## config.mk

```make
export PLATFORM = sky130hd
export DESIGN_NAME = softmax_feeder
export DESIGN_NICKNAME = d
export VERILOG_FILES = /design/src/rtl/softmax_feeder.sv
export SDC_FILE = /design/constraint.sdc
export NUM_CORES = 1
export LEC_CHECK = 0
export BUFFER_PORTS_ARGS = -buffer_cell sky130_fd_sc_hd__buf_2
export CAP_MARGIN = 20
export CORE_UTILIZATION = 40
export CTS_BUF_LIST = sky130_fd_sc_hd__clkbuf_4 sky130_fd_sc_hd__clkbuf_8
export DETAILED_ROUTE_END_ITERATION = 7
export GPL_ROUTABILITY_DRIVEN = 0
export PLACE_DENSITY = 0.79
export REMOVE_ABC_BUFFERS = 1
export SYNTH_ARGS = -nofsm -noshare
export SYNTH_HDL_FRONTEND = slang
export SYNTH_SLANG_ARGS = --single-unit
```

## constraint.sdc

```tcl
create_clock -name clk -period 1.4 [get_ports clk]
set_input_delay 0.07 -clock clk [delete_from_list [all_inputs] [get_ports clk]]
set_output_delay 0.07 -clock clk [all_outputs]
set_load 0.05 [all_outputs]
```

## src/rtl/softmax_feeder.sv

```systemverilog
// Sequencer that turns a valid/ready stream of dense-layer partial sums into
// the Softmax accumulate/store strobe protocol, one frame of NUM_NODES nodes per start.
module softmax_feeder #(
  parameter int WIDTH        = 32,
  parameter int NUM_NODES    = 6,
  parameter int SUM_PER_NODE = 3
) (
  input  logic                         clk,
  input  logic                         rst,
  input  logic                         start,
  input  logic [WIDTH-1:0]             in_data,
  input  logic                         in_valid,
  output logic                         in_ready,
  output logic [WIDTH-1:0]             sum,
  output logic                         accumulate_en,
  output logic                         store_en,
  output logic [$clog2(NUM_NODES)-1:0] node_idx,
  output logic                         busy,
  output logic                         frame_done
);

  localparam int NODE_W = $clog2(NUM_NODES);
  localparam int PART_W = $clog2(SUM_PER_NODE + 1);
  localparam logic [NODE_W-1:0] LAST_NODE = NODE_W'(NUM_NODES - 1);
  localparam logic [PART_W-1:0] LAST_PART = PART_W'(SUM_PER_NODE - 1);

  typedef enum logic [2:0] {
    IDLE,
    WAIT_IN,
    ACC,
    GAP,
    STORE,
    DONE
  } state_e;

  state_e             state_q, state_d;
  logic [WIDTH-1:0]   sum_q, sum_d;
  logic [PART_W-1:0]  part_cnt_q, part_cnt_d;
  logic [NODE_W-1:0]  node_cnt_q, node_cnt_d;

  always_ff @(posedge clk) begin
    if (rst) begin
      state_q    <= IDLE;
      sum_q      <= '0;
      part_cnt_q <= '0;
      node_cnt_q <= '0;
    end else begin
      state_q    <= state_d;
      sum_q      <= sum_d;
      part_cnt_q <= part_cnt_d;
      node_cnt_q <= node_cnt_d;
    end
  end

  // sum_d defaults to zero so the captured value is visible only during ACC.
  always_comb begin
    state_d    = state_q;
    sum_d      = '0;
    part_cnt_d = part_cnt_q;
    node_cnt_d = node_cnt_q;
    unique case (state_q)
      IDLE: begin
        if (start) begin
          part_cnt_d = '0;
          node_cnt_d = '0;
          state_d    = WAIT_IN;
        end
      end
      WAIT_IN: begin
        if (in_valid) begin
          sum_d   = in_data;
          state_d = ACC;
        end
      end
      ACC: begin
        if (part_cnt_q == LAST_PART) begin
          part_cnt_d = '0;
          state_d    = GAP;
        end else begin
          part_cnt_d = part_cnt_q + 1'b1;
          state_d    = WAIT_IN;
        end
      end
      GAP: begin
        state_d = STORE;
      end
      STORE: begin
        if (node_cnt_q == LAST_NODE) begin
          state_d = DONE;
        end else begin
          node_cnt_d = node_cnt_q + 1'b1;
          state_d    = WAIT_IN;
        end
      end
      DONE: begin
        node_cnt_d = '0;
        state_d    = IDLE;
      end
      default: begin
        state_d = IDLE;
      end
    endcase
  end

  // Every output is decoded from registers only; in_valid/in_data never reach them.
  assign in_ready      = (state_q == WAIT_IN);
  assign accumulate_en = (state_q == ACC);
  assign store_en      = (state_q == STORE);
  assign frame_done    = (state_q == DONE);
  assign busy          = (state_q != IDLE);
  assign sum           = sum_q;
  assign node_idx      = node_cnt_q;

endmodule

```

# Yosys cells after proc, flatten, opt, wreduce, memory -nomap -nowiden
# Cells that the tools add are included.
# Widths: inputs -> output; s select.
# word_totals
elab_cells	37
regBits	40
output_inout_bits	40
# op_classes
n_eq_ne	10
n_bitwise	2
n_mux	11
addsub	2
reduce_logical	8
# op_table
cell	count
$mux 3	5
$pmux 3 s5	1
$eq 3x3->1 const B	3
$pmux 3 s3	1
$eq 3x2->1 const B	2
$mux 2	3
$ne 2x2->1 const B	3
$reduce_bool 3->1	2
$pmux 2 s2	1
$reduce_and 2->1	2
$add 3x1->3 const B	1
$eq 3x1->1 const B	1
$logic_not 3->1	1
$reduce_and 3->1	1
$reduce_or 3->1	1
$add 2x1->2 const B	1
$eq 2x2->1 const B	1
$not 1->1	2
$reduce_bool 2->1	1

# Longest topological paths before layout
# depth
word_depth	3
ltp_mapped	5
mapped_depth_nobuf	5

# Least setup slack after synthesis
# OpenSTA, ideal clock, no wires.
# synth_path
kind	flip-flop to flip-flop
startpoint	reg state_q[2]
endpoint	reg sum_q[0], in the netlist sum[0]
required_time_ns	1.341
period_less_slack_ns	2.378
path_buffers	1
arrival_ns	2.319
path_stages_with_launch	5
slack_ns	-0.978
cell_sequence	dfxtp_1 nor3b_1 and3b_1 clkbuf_1 and2_1
# synth_via
elab_chain_len	3
# synth_rtl
item	line_no	rtl
from (decl)	36	state_e state_q, state_d;
from (signal assigned)	48	state_q <= state_d;
$eq 3x1->1	--	
via in_ready	13	output logic in_ready,
$not 1->1 (no line)	--	
$reduce_or 3->1 (no line)	--	
to (signal assigned)	49	sum_q <= sum_d;
to (decl)	37	logic [WIDTH-1:0] sum_q, sum_d;
# The timed path passes the listed nets, and every way through them passes these cells.
# A chain may end at the register's enable or synchronous reset.

# Final worst setup path
# layout_path
startpoint	reg state_q[1]
endpoint	out accumulate_en
# layout_via
elab_chain_len	1
# layout_rtl
item	line_no	rtl
$eq 3x2->1	107	assign accumulate_en = (state_q == ACC);
to (decl)	15	output logic accumulate_en,
# Every way passes these cells.

==> results.ini <==
[yosys]
yosys.area.top_type = dfxtp_1
ys_seq_elements = 40
synth.top_cell.area_share_pct = 59.6
synth_seq_area_share_pct = 59.6
syn_inst = 125
yosysWarnings = 0
ys_top_cells_by_area = dfxtp_1 60%, and2_1 15%, a21oi_1 2.6%, and3b_1 2.0%, ha_1 1.9%
syn_area_sq_mm = 0.00134
ys_types = 29
syn_avg_cell_area_sq_um = 10.8

[timing]
slew_headroom_pct = 82.3
tightest_slew_ps = 263
drv_slew = 0
whs_ps = 90.0
finalClockSkew_ps = 7.84
setup_viol = 2
rsz0062_at_grt = yes
fin_ws_ps = -17.7
fmax_mhz = 705
min_period_ps = 1420
hold_violations = 0
period_share_pct = 101

[pwr]
powerDensity_mw_per_mm2 = 917
peakVddDrop_uv = 786
p_leak_nw = 1.13

[setup_path]
required_ps = 1330
crit_path_max_fanout = 5
crit_family = simple AND/OR/NAND/NOR gates
rrSetupSlack_ps = 60
cp.arrival_ps = 1350
r2r_cells = 3
crit_path_max_incr_delay_ps = 410
worst_setup_path_start_kind = flop
worstPathCellList = or3b_4 > inv_4 > buf_8
cp.depth = 3
cp_slowest_cell = or3b_4
worst-setup-path-type = flop to output port
end_kind = output port
path_buf_inv = 2

[layout]
final_cell_mix = 70 x buf_2, 37 x dfxtp_1, 33 x dlygate4sd3_1
post-route-util_pct = 72.7
final_common_cell = buf_2
nFillCells = 227
n_antenna_cell = 0
nNetsFinal = 282
drive_gt1_share_pct = 41.8
area_delta_synth_final_pct = 69.2

[die]
ios = 76
die_y_um = 60.0
die_area_sq_mm = 0.00360
core-area_sq_mm = 0.00313
die_width_um = 60.0
rows = 20
start_util_pct = 43.0

[routing]
wl_um = 3700
vias = 1288
drt_iter0_drc = 62
drt-vias-per-instance = 4.47
drc = 0
ant_nets = 0
wl_per_cell_um = 12.9
first_pass_iters = 4

[status]
violations = setup timing
status = finished with violations

[grt]
grt_max_degree = 33
grt.overflow.total = 0
grt_pass1_wl_um = 5830
grt_usage_pct = 23.0
grt_pass1_vias = 1348
antenna_found_initial = 0

[clocking]
htree_num_levels = 2
cts_tree = yes
cts_buffer_depth = 2
cts.sinks = 40
cts-root-buf = clkbuf_4
clk_latency_ps = 340
cts_made_buffers = 5
clkTransAtPathRegs_ps = 110

[placement]
dp_hpwl_um = 2020
numPortBuffers = 75

[worst_hold_path]
worstHoldPathCells = 3
hp-class = input port to flop

[job]
max_cap_violations = 0

## layer usage
layer	up-vias	GRT usage [%]	routed length, um	part of all wire (%)
met1	579	25.8	1540	42
met3	6	9.31	322	8.7
met2	54	38.1	1780	48
met5	-	0	0	0
met4	0	10.6	58	1.6
li1	649	-	-	-
## cells by family (layout without fill, tap and decap cells)
| group | count (synthesis) | in the layout | synth area share [%] |
|---|---|---|---|
| muxes | 1 | 1 | 0.745 |
| adders and majority gates | 2 | 2 | 1.86 |
| and+or+nand+nor | 54 | 54 | 26.4 |
| buffers and inverters | 11 | 130 | 3.44 |
| DFF | 40 | 40 | 59.6 |
| AOI/OAI and AO/OA | 17 | 17 | 7.91 |
## registers in the layout, indices dropped and copies added (netlist names)
| name | count |
|---|---|
| part_cnt_q | 2 |
| sum | 32 |
| node_idx | 3 |
| state_q | 3 |
## stage by stage
| stage | std cells | TNS (ps) | worst slack [ps] | total power [mW] | instance area (sq um) |
|---|---|---|---|---|---|
| floorplan | 119 | -41430 | -1230 | 1.36 | 1320 |
| global placement | 246 | 0 | 47.4 | 1.46 | 1820 |
| detailed placement | 246 | 0 | 2.98 | 1.47 | 1820 |
| finish | 288 | -21.8 | -17.7 | 2.08 | 2270 |
| global route | 288 | -126 | -73.0 | 2.16 | 2270 |
| CTS | 288 | -86.0 | -40.2 | 2.08 | 2250 |
## area by class of cell
type / instances / area, sq um / area share (%)
clock buffers: 6 / 45.0 / 1.98
clock inverters: 1 / 5.00 / 0.220
inverters: 5 / 21.3 / 0.936
multi-input cells: 74 / 515 / 22.7
flip-flops and latches: 40 / 807 / 35.5
well taps: 44 / 55.1 / 2.42
repair buffers: 118 / 825 / 36.3
## power by group
part | total [mW] | internal (mW) | switching, mW
clock network | 0.547 | 0.205 | 0.342
logic | 0.364 | 0.173 | 0.190
registers | 1.17 | 1.16 | 0.0114
total | 2.08 | 1.54 | 0.544
## worst paths after layout
path                                 to                  startpoint
max                       accumulate_en     state_q[1]$_SDFFE_PP0P_
min             state_q[2]$_SDFFE_PP0P_                       start
min reg2reg  part_cnt_q[1]$_SDFFE_PP0P_  part_cnt_q[1]$_SDFFE_PP0P_
max reg2reg  part_cnt_q[0]$_SDFFE_PP0P_     state_q[1]$_SDFFE_PP0P_
## worst min-delay path: stages
cell	delay, ps
buf_2	120
nand2b_1	90
a311oi_1	100
## what timing repair did
action / CTS / global route
resized for setup: 12 / 9
hold buffers: 33 / 0
buffers inserted: 2 / 0
setup endpoints to repair: 7 / 10
endpoints found under the hold margin: 36 / 0
pin swaps: 1 / 2
## synthesized netlist by cell type
library cell and n:
mux2i_1 1, clkbuf_1 4, buf_4 1, and3b_1 3, a21oi_1 7, nor3b_2 1
and3_1 1, a211oi_1 2, o21ai_0 2, nand3_1 2, inv_1 5, nor2_1 1
or4b_2 1, a31oi_1 2, o211ai_1 2, nor2b_1 1, o311a_1 1, or3_1 2
or2_2 1, buf_2 1, and2_1 32, nor3b_1 2, nand2_1 2, ha_1 2
nand2b_1 2, or3b_4 1, nand3b_1 2, a311oi_1 1, dfxtp_1 40
(Power assumes the default switching activity.)
